$ cat src/rtl/redstone_latch_bank.sv
// Bank of WIDTH lockable redstone repeaters clocked by the redstone tick.
// Each channel has its own delay and pulse-extension counter. All channels share one lock line and one clear line.
module redstone_latch_bank #(
    parameter int   WIDTH      = 8,
    parameter int   DELAY      = 1,
    parameter int   LOCK_DELAY = 1,
    parameter logic INVERT     = 1'b0
) (
    input  logic             i_clk,
    input  logic             i_rst_n,
    input  logic [WIDTH-1:0] i_in,
    input  logic             i_lock,
    input  logic             i_clear,
    output logic [WIDTH-1:0] o_q,
    output logic [WIDTH-1:0] o_busy,
    output logic             o_locked
);

    localparam logic [2:0] C_DELAY = 3'(DELAY);

    generate
        if (DELAY < 1 || DELAY > 4) begin : g_bad_delay
            $error("redstone_latch_bank: DELAY must be 1..4");
        end
        if (LOCK_DELAY < 0 || LOCK_DELAY > 4) begin : g_bad_lock_delay
            $error("redstone_latch_bank: LOCK_DELAY must be 0..4");
        end
        if (WIDTH < 1 || WIDTH > 64) begin : g_bad_width
            $error("redstone_latch_bank: WIDTH must be 1..64");
        end
    endgenerate

    logic             w_lock_eff;
    logic [WIDTH-1:0] w_st;
    logic [WIDTH-1:0] w_busy;

    // With LOCK_DELAY == 0, i_lock drives the lock directly.
    // The combinational path from i_lock to o_locked exists only in this case.
    generate
        if (LOCK_DELAY == 0) begin : g_lock_direct
            assign w_lock_eff = i_lock;
        end else begin : g_lock_pipe
            logic [LOCK_DELAY-1:0] r_lock_pipe;

            always_ff @(posedge i_clk or negedge i_rst_n) begin
                if (!i_rst_n) begin
                    r_lock_pipe <= '0;
                end else begin
                    r_lock_pipe[0] <= i_lock;
                    for (int k = 1; k < LOCK_DELAY; k++) begin
                        r_lock_pipe[k] <= r_lock_pipe[k-1];
                    end
                end
            end

            assign w_lock_eff = r_lock_pipe[LOCK_DELAY-1];
        end
    endgenerate

    genvar gi;
    generate
        for (gi = 0; gi < WIDTH; gi++) begin : g_chan
            logic       r_st;
            logic       r_tgt;
            logic [2:0] r_cnt;

            // Priority order is clear, then lock, then the repeater transition.
            // While the counter runs, the input is ignored, which stretches short pulses to DELAY ticks.
            always_ff @(posedge i_clk or negedge i_rst_n) begin
                if (!i_rst_n) begin
                    r_st  <= 1'b0;
                    r_tgt <= 1'b0;
                    r_cnt <= 3'd0;
                end else if (i_clear) begin
                    r_st  <= 1'b0;
                    r_cnt <= 3'd0;
                end else if (w_lock_eff) begin
                    r_cnt <= 3'd0;
                end else if (r_cnt == 3'd0) begin
                    if (i_in[gi] != r_st) begin
                        r_tgt <= i_in[gi];
                        r_cnt <= C_DELAY;
                    end
                end else if (r_cnt > 3'd1) begin
                    r_cnt <= r_cnt - 3'd1;
                end else begin
                    r_st <= r_tgt;
                    if (i_in[gi] != r_tgt) begin
                        r_tgt <= i_in[gi];
                        r_cnt <= C_DELAY;
                    end else begin
                        r_cnt <= 3'd0;
                    end
                end
            end

            assign w_st[gi]   = r_st;
            assign w_busy[gi] = (r_cnt != 3'd0);
        end
    endgenerate

    assign o_q      = w_st ^ {WIDTH{INVERT}};
    assign o_busy   = w_busy;
    assign o_locked = w_lock_eff;

endmodule
$ cat config.mk
export PLATFORM = sky130hd
export DESIGN_NAME = redstone_latch_bank
export DESIGN_NICKNAME = d
export VERILOG_FILES = /design/src/rtl/redstone_latch_bank.sv
export SDC_FILE = /design/constraint.sdc
export NUM_CORES = 1
export LEC_CHECK = 0
export ABC_AREA = 0
export CAP_MARGIN = 15
export CORE_MARGIN = 5
export CORE_UTILIZATION = 43
export DETAILED_ROUTE_END_ITERATION = 8
export MAX_ROUTING_LAYER = met4
export PLACE_DENSITY = 0.61
export SLEW_MARGIN = 0
export SYNTH_ARGS = -nofsm -noshare
export SYNTH_HDL_FRONTEND = slang
export SYNTH_SLANG_ARGS = --single-unit
export TNS_END_PERCENT = 10
$ cat constraint.sdc
create_clock -name i_clk -period 1.9 [get_ports i_clk]
set_input_delay 0.38 -clock i_clk [delete_from_list [all_inputs] [get_ports i_clk]]
set_output_delay 0.38 -clock i_clk [all_outputs]
set_load 0.05 [all_outputs]
==> qor.txt, run 1 <==
Placement Setup Slack: 0.008287 ns
clock-pin slew on the worst setup and hold paths: 0.08 ns
Leak Pwr: 1.457 nW
gp weighted congestion: 0.7738
Logic pwr share: 25.9%
PostCTS Resize Cnt: 0
Yosys warning count: 0
worst-path maximum fanout: 4
Port Buffer Count: 28
placed instance count: 360
RSZ-0062 raised after global routing: false
pin count of the biggest net entering global routing: 30
Cell Pwr Density: 685.1 nW/um2
startpoint types: flip-flop
total number of H-tree levels: 2
r2r endpoint: g_chan[0].r_tgt$_DFFE_PN0P_
Fmax: 578.2 MHz
total inserted antenna cells: 0
footprint of the multi-input gates: 1378 um2
initial antenna violation count: 0
Core Region: 5921 um2
outcome: completed
WHS: 0.1166 ns
Clk pwr share: 27.0%
ratio of cells with drive above 1 in the final layout: 15.07%
DRC: 0
DR vias: 1842
Crit Path Category: flip-flop to output port
register area share after synthesis: 39.40%
fin cells: 367
hpwl dp: 3662 um
Tcrit/Tclk final: 91.02%
Layout Nets: 328
Final Util: 52.32%
fin area: 3098 um2
commonest non-fill, non-tap cell in the layout: dfrtp_1
post-synth cell types: 29
Sink Count: 41
setup TNS: 0 ns
Net Switching: 0.6423 mW
syn_area_per_cell: 10.01 um2
commonest non-fill, non-tap cells in the layout: dfrtp_1, nor2_1, inv_1
hold crit path type: primary input to async pin
area delta synth->final: 18.98%
Worst-Margin Slew: 0.6600 ns
Cells after Synth: 260
CP endpoint kind: output port
Fillers: 554
setup repair bufs after CTS: 0
Final setup viols: 0
chip width: 87.82 um
drt pass-1 iters: 4
Post-Syn Area: 2604 um2
CTS root buf: clkbuf_8
Worst EP required: 1.52 ns
skew final: 0.005815 ns
CTS Buf Count: 5
Final Power: 2.123 mW
final hold violations: 0
antenna viol nets, final: 0
FF+latch count, synth: 41
syn nets: 296
Ports: 29
Sw Share: 30.26%
WL/cell: 13.16 um
slew margin rel.: 56.00%
largest cells by area after synthesis: dfrtp_1, ha_1, nor2_1, o21bai_1, xor2_1
register area: 1026 um2
first-pass GRT wire length: 8466 um
crit path DAT: 1.35 ns
Seq pwr share: 47.0%
Synth area leader: dfrtp_1
Period minus WS final: 1.729 ns
drt initial violations: 56
Max Cap Viol: 0
WL final: 4828 um
reg-to-reg slack, setup: 0.19 ns
Pint: 1.480 mW
all-layer global routing usage: 14.43%
Initial Utilization: 43.98%
worst skew pair latency: 0.29 ns
share of Yosys cell area claimed by the top area cell type: 39.40%
vias in the first global route: 1865
CTS tree: built
beginning of the worst register-to-register path: g_chan[0].r_cnt[0]$_DFFE_PN0P_
via/cell ratio: 5.019
Cell Area, Placed: 3012 um2
grt total ovfl: 0
CTS Hold Buffers Added: 0
Die Ht: 87.82 um
DIE AREA: 7711 um2
worst-case clock buffer depth: 2
Max rail drop VDD: 0.3606 mV
Rows: 28
Final Worst Setup Slack: 0.1706 ns
final count of pins violating max slew: 0
R2R depth: 6
-- synth_stat cells, drive strengths merged --
library cell,number
mux2,8
inv,27
a32o,7
or2,3
and3,4
mux2i,9
nand3,10
nand2,1
xnor2,8
a22oi,7
nor4,3
a2bb2oi,1
xor2,12
nor3,7
buf,12
o21bai,14
a211oi,7
dfrtp,41
and2,1
o211ai,2
o21ai,1
nor2,38
ha,24
nand2b,8
a21oi,5
-- critical path, stage by stage, from the launching register on --
cell	delay, ns
dfrtp_1	0.40
inv_1	0.09
ha_1	0.23
nand2b_1	0.17
buf_12	0.16
-- state kept, by name (all words and copies together), names as in the netlist --
| name | flops |
|---|---|
| g_chan.r_cnt | 24 |
| g_chan.r_st | 8 |
| o_locked | 1 |
| g_chan.r_tgt | 8 |
-- cell families after synthesis --
kind of cell	Yosys count	synth area share [%]
multiplexers	17	6.920
adder cells (fa/ha/maj)	24	11.53
AND/OR/NAND/NOR	75	14.80
buffers and inverters	39	7.785
XOR/XNOR	20	6.728
flip-flops	41	39.40
AO/OA/AOI/OAI	44	12.83
-- how the worst max path moves through the flow --
stage,startpoint,end,cells past startpoint
2_1_floorplan,g_chan[2].r_cnt[0]$_DFFE_PN0P_,g_chan[2].r_tgt$_DFFE_PN0P_,6
3_3_place_gp,i_clear,g_chan[4].r_tgt$_DFFE_PN0P_,5
3_5_place_dp,i_clear,g_chan[4].r_tgt$_DFFE_PN0P_,5
4_1_cts,g_chan[1].r_cnt[0]$_DFFE_PN0P_,o_busy[1],4
5_1_grt,g_chan[1].r_cnt[0]$_DFFE_PN0P_,o_busy[1],4
6_report,g_chan[3].r_cnt[0]$_DFFE_PN0P_,o_busy[3],4
-- area by class of cell --
| cell class | count | area share, % |
|---|---|---|
| multi-input combinational | 180 | 44.47 |
| sequential | 41 | 33.12 |
| timing repair buffer | 37 | 13.33 |
| inverter | 27 | 3.271 |
| tap | 75 | 3.029 |
| clock buffer | 7 | 2.787 |
-- routing by layer --
layer	share of wire (%)	wire (um)	up-vias	track usage [%]
met5	0	0	-	-
met4	1.1	55	0	3.766
met3	3.8	182	6	3.481
met2	47	2247	26	22.60
met1	49	2343	869	18.75
li1	-	-	941	-
-- power groups by stage --
stage	registers [mW]	clock network (mW)	logic, mW
2_1_floorplan	1.01	0	0.374
3_3_place_gp	1.02	0	0.551
3_5_place_dp	1.02	0	0.556
4_1_cts	0.999	0.599	0.559
5_1_grt	1.01	0.633	0.609
6_report	0.999	0.573	0.551
(Power assumes the default switching activity.)
==> run 2, diff against run 1 <==
--- a/config.mk
+++ b/config.mk
@@ -5,13 +5,13 @@
 export SDC_FILE = /design/constraint.sdc
 export NUM_CORES = 1
 export LEC_CHECK = 0
-export ABC_AREA = 0
 export CAP_MARGIN = 15
 export CORE_MARGIN = 5
 export CORE_UTILIZATION = 43
 export DETAILED_ROUTE_END_ITERATION = 8
 export MAX_ROUTING_LAYER = met4
 export PLACE_DENSITY = 0.61
+export REMOVE_ABC_BUFFERS = 1
 export SLEW_MARGIN = 0
 export SYNTH_ARGS = -nofsm -noshare
 export SYNTH_HDL_FRONTEND = slang
==> run 2 against run 1 <==
Effect of this change: fmax fell by 1.8%; utilization did not move; clock skew rose by 0.0050 ns; worst hold slack improved by 0.024 ns; first-iteration DRC count fell by 34%; register-to-register slack got worse by 0.04 ns; global-route usage fell by 0.16 points; count of clock-buffer cells in the layout fell by 2; wire length fell by 0.10%; clock power rose by 0.7%; sequential cell count did not move.
==> qor.txt, run 2 (same netlist as run 1, synthesis figures left out) <==
Max Cap Viol: 0
antenna viol nets, final: 0
final count of pins violating max slew: 0
first-pass GRT wire length: 8355 um
Tcrit/Tclk final: 92.65%
CP max stage delay: 0.43 ns
commonest non-fill, non-tap cell in the layout: dfrtp_1
WL final: 4823 um
Rows: 28
beginning of the worst register-to-register path: g_chan[0].r_cnt[0]$_DFFE_PN0P_
Ports: 29
R2R depth: 6
Initial Utilization: 43.98%
gp weighted congestion: 0.8341
clock-pin slew on the worst setup and hold paths: 0.09 ns
Layout Nets: 330
PostCTS Resize Cnt: 0
WL/cell: 13.04 um
pin count of the biggest net entering global routing: 42
setup repair bufs after CTS: 0
Fmax: 568.1 MHz
slowest CP cell: dfrtp_1
Crit Path Category: flip-flop to output port
Worst EP required: 1.52 ns
setup TNS: 0 ns
Cell Pwr Density: 686.6 nW/um2
Buf+Inv Stages, Crit Path: 2
worst-path maximum fanout: 6
final hold violations: 0
Final Util: 52.32%
number of flip-flops in the largest register: 24
grt total ovfl: 0
commonest non-fill, non-tap cells in the layout: dfrtp_1, nor2_1, inv_1
DR vias: 1873
via/cell ratio: 5.062
Core Region: 5921 um2
outcome: completed
DIE AREA: 7711 um2
slew margin rel.: 64.90%
drt initial violations: 37
area delta synth->final: 18.98%
Port Buffer Count: 28
hold crit path type: primary input to async pin
ratio of cells with drive above 1 in the final layout: 15.93%
crit path DAT: 1.38 ns
r2r endpoint: g_chan[0].r_tgt$_DFFE_PN0P_
chip width: 87.82 um
Max rail drop VDD: 0.3729 mV
CTS Hold Buffers Added: 0
initial antenna violation count: 0
CP Launch Point: g_chan[0].r_cnt[0]$_DFFE_PN0P_
drt pass-1 iters: 5
Final setup viols: 0
DRC: 0
Most flops, register: g_chan.r_cnt
CTS Buf Count: 5
critical path's top delay family: flip-flops
vias in the first global route: 1894
Fillers: 547
CP endpoint kind: output port
critical path depth in cells: 4
worst skew pair latency: 0.30 ns
all-layer global routing usage: 14.28%
Die Ht: 87.82 um
total inserted antenna cells: 0
Leak Pwr: 1.462 nW
skew final: 0.01080 ns
Worst-Margin Slew: 0.5265 ns
Sink Count: 41
total number of H-tree levels: 2
CP Capture Point: o_busy[0]
CTS tree: built
startpoint types: flip-flop
RSZ-0062 raised after global routing: false
biggest regs: g_chan.r_cnt: 24 flops, g_chan.r_st: 8 flops, g_chan.r_tgt: 8 flops
hpwl dp: 3600 um
worst-case clock buffer depth: 2
Period minus WS final: 1.760 ns
worst path cell trace: inv_1, ha_1, nand2b_1, buf_12
CTS root buf: clkbuf_8
reg-to-reg slack, setup: 0.15 ns
run 2: how the worst min path moves through the flow:
stage,startpoint,endpoint,slack [ns]
3_3_place_gp,i_rst_n,g_chan[2].r_cnt[2]$_DFFE_PN0P_,0.48
2_1_floorplan,i_rst_n,g_chan[0].r_cnt[0]$_DFFE_PN0P_,0.08
5_1_grt,i_rst_n,g_chan[6].r_st$_DFFE_PN0P_,0.19
4_1_cts,i_rst_n,g_chan[6].r_st$_DFFE_PN0P_,0.16
6_report,i_rst_n,g_chan[6].r_st$_DFFE_PN0P_,0.14
3_5_place_dp,i_rst_n,g_chan[2].r_st$_DFFE_PN0P_,0.49
run 2: cell type report:
cell class | instances | area (um2) | area share, %
multi-input combinational | 180 | 1375 | 44.39
sequential | 41 | 1026 | 33.12
timing repair buffer | 39 | 415.4 | 13.41
inverter | 27 | 101.3 | 3.271
tap | 75 | 93.84 | 3.029
clock buffer | 5 | 68.82 | 2.221
clock inverter | 3 | 17.52 | 0.5654
run 2: metal layers:
layer  track usage (%)  vias to the layer above  wire length, um
met2             22.33                       31             2224
met4             3.766                        0               46
met5                 -                        -                0
li1                  -                      944                -
met3             3.951                        5              216
met1             18.22                      893             2336
run 2: power by group:
| part | internal [mW] | leakage (nW) | switching [mW] |
|---|---|---|---|
| registers | 0.938 | 0.547 | 0.0620 |
| logic | 0.254 | 0.871 | 0.296 |
| clock network | 0.254 | 0.0439 | 0.323 |
| total | 1.45 | 1.46 | 0.682 |
run 2: per-stage QoR:
stage	cells	hold WS (ns)	area, um2	total power, mW	worst slack, ns
after floorplan	248	0.08441	2502	1.359	-0.2529
after global placement	362	0.4849	3012	1.567	0.03982
after detailed placement	362	0.4896	3012	1.572	0.02911
after CTS	370	0.1607	3098	2.160	0.1246
after global routing	370	0.1925	3098	2.258	0.05775
final	370	0.1404	3098	2.127	0.1396
==> run 3, diff against run 2 <==
--- a/config.mk
+++ b/config.mk
@@ -10,7 +10,6 @@
 export CORE_UTILIZATION = 43
 export DETAILED_ROUTE_END_ITERATION = 8
 export MAX_ROUTING_LAYER = met4
-export PLACE_DENSITY = 0.61
 export REMOVE_ABC_BUFFERS = 1
 export SLEW_MARGIN = 0
 export SYNTH_ARGS = -nofsm -noshare
==> run 3 against run 2 <==
Effect of this change: total power is 1.1% lower; clock power down 4.3%; first-iteration DRC count rose by 140%; critical path type unchanged.
==> qor.txt, run 3 (same netlist as run 1, synthesis figures left out) <==
outcome: completed
Most flops, register: g_chan.r_cnt
Sink Count: 41
Worst-Margin Slew: 0.5339 ns
DR vias: 1867
drt pass-1 iters: 4
RSZ-0062 raised after global routing: false
Core Region: 5921 um2
Period minus WS final: 1.752 ns
Cell Pwr Density: 680.5 nW/um2
final hold violations: 0
hpwl dp: 3634 um
total inserted antenna cells: 0
final count of pins violating max slew: 0
Ports: 29
via/cell ratio: 5.046
Buf+Inv Stages, Crit Path: 2
all-layer global routing usage: 14.55%
number of flip-flops in the largest register: 24
biggest regs: g_chan.r_cnt: 24 flops, g_chan.r_st: 8 flops, g_chan.r_tgt: 8 flops
fin area: 3092 um2
PostCTS Resize Cnt: 0
ratio of cells with drive above 1 in the final layout: 14.92%
drt initial violations: 87
Initial Utilization: 43.98%
skew final: 0.004558 ns
Tcrit/Tclk final: 92.19%
CP endpoint kind: output port
slew margin rel.: 64.41%
Die Ht: 87.82 um
worst-case clock buffer depth: 2
pin count of the biggest net entering global routing: 42
DRC: 0
CTS tree: built
Rows: 28
WL final: 4844 um
setup repair bufs after CTS: 0
worst-path maximum fanout: 6
fin cells: 370
vias in the first global route: 1837
worst skew pair latency: 0.29 ns
Final Util: 52.22%
WL/cell: 13.09 um
Port Buffer Count: 28
crit path DAT: 1.37 ns
CTS Hold Buffers Added: 0
DIE AREA: 7711 um2
Fmax: 570.9 MHz
clock-pin slew on the worst setup and hold paths: 0.07 ns
area delta synth->final: 18.74%
CTS Buf Count: 5
commonest non-fill, non-tap cells in the layout: dfrtp_1, nor2_1, inv_1
hold crit path type: primary input to async pin
total number of H-tree levels: 2
Fillers: 539
Crit Path Category: flip-flop to output port
Final setup viols: 0
Final Power: 2.104 mW
footprint of the multi-input gates: 1375 um2
Max Cap Viol: 0
CP max stage delay: 0.42 ns
Layout Nets: 330
first-pass GRT wire length: 8556 um
Worst EP required: 1.52 ns
grt total ovfl: 0
critical path's top delay family: flip-flops
gp weighted congestion: 0.8018
antenna viol nets, final: 0
worst path cell trace: inv_1, ha_1, nand2b_1, buf_12
slowest CP cell: dfrtp_1
CTS root buf: clkbuf_8
placed instance count: 362
chip width: 87.82 um
commonest non-fill, non-tap cell in the layout: dfrtp_1
Leak Pwr: 1.458 nW
startpoint types: flip-flop
Max rail drop VDD: 0.3602 mV
register area: 1026 um2
initial antenna violation count: 0
Cell Area, Placed: 3012 um2
run 3: where the power goes:
group	total [mW]	switching, mW	internal [mW]
clock	0.552	0.290	0.261
combinational	0.552	0.298	0.254
sequential	1.00	0.0626	0.938
run 3: through the flow:
step / hold slack [ns] / worst slack, ns / setup TNS (ns)
2_1_floorplan: 0.08441 / -0.2529 / -1.730
3_3_place_gp: 0.4916 / 0.01912 / 0
3_5_place_dp: 0.4942 / -0.002843 / -0.002843
4_1_cts: 0.1630 / 0.1338 / 0
5_1_grt: 0.2195 / 0.07096 / 0
6_report: 0.1538 / 0.1485 / 0
run 3: worst paths after layout:
| kind | from | to | slack (ns) | cells after the start |
|---|---|---|---|---|
| setup / recovery | g_chan[0].r_cnt[0]$_DFFE_PN0P_ | o_busy[0] | 0.15 | 4 |
| hold / removal | i_rst_n | g_chan[3].r_cnt[2]$_DFFE_PN0P_ | 0.15 | 2 |
| setup reg to reg | g_chan[0].r_cnt[0]$_DFFE_PN0P_ | g_chan[0].r_tgt$_DFFE_PN0P_ | 0.17 | 6 |
| hold reg to reg | g_chan[5].r_tgt$_DFFE_PN0P_ | g_chan[5].r_tgt$_DFFE_PN0P_ | 0.54 | 1 |
| max in group asynchronous | i_rst_n | g_chan[1].r_cnt[0]$_DFFE_PN0P_ | 1.39 | 2 |
| min in group i_clk | i_lock | o_locked$_DFF_PN0_ | 0.52 | 1 |
run 3: final cells by class:
type / count / share of cell area [%]
Multi-Input combinational cell: 180 / 44.48
Sequential cell: 41 / 33.18
Timing Repair Buffer: 39 / 13.44
Inverter: 27 / 3.278
Tap cell: 75 / 3.035
Clock buffer: 8 / 2.590
run 3: layer usage:
| layer | routed length [um] | global-route usage [%] | up-vias | share of wire, % |
|---|---|---|---|---|
| li1 | - | - | 943 | - |
| met4 | 79 | 5.439 | 0 | 1.6 |
| met5 | 0 | - | - | 0 |
| met1 | 2355 | 19.61 | 879 | 49 |
| met3 | 183 | 2.540 | 7 | 3.8 |
| met2 | 2226 | 21.85 | 38 | 46 |
run 3: worst register-to-register path, cell delays in order (launching register included):
cell and delay [ns]:
dfrtp_1 0.43, inv_1 0.10, ha_1 0.19, nand2b_1 0.14
or2_2 0.33, nand3_1 0.09, mux2_2 0.33
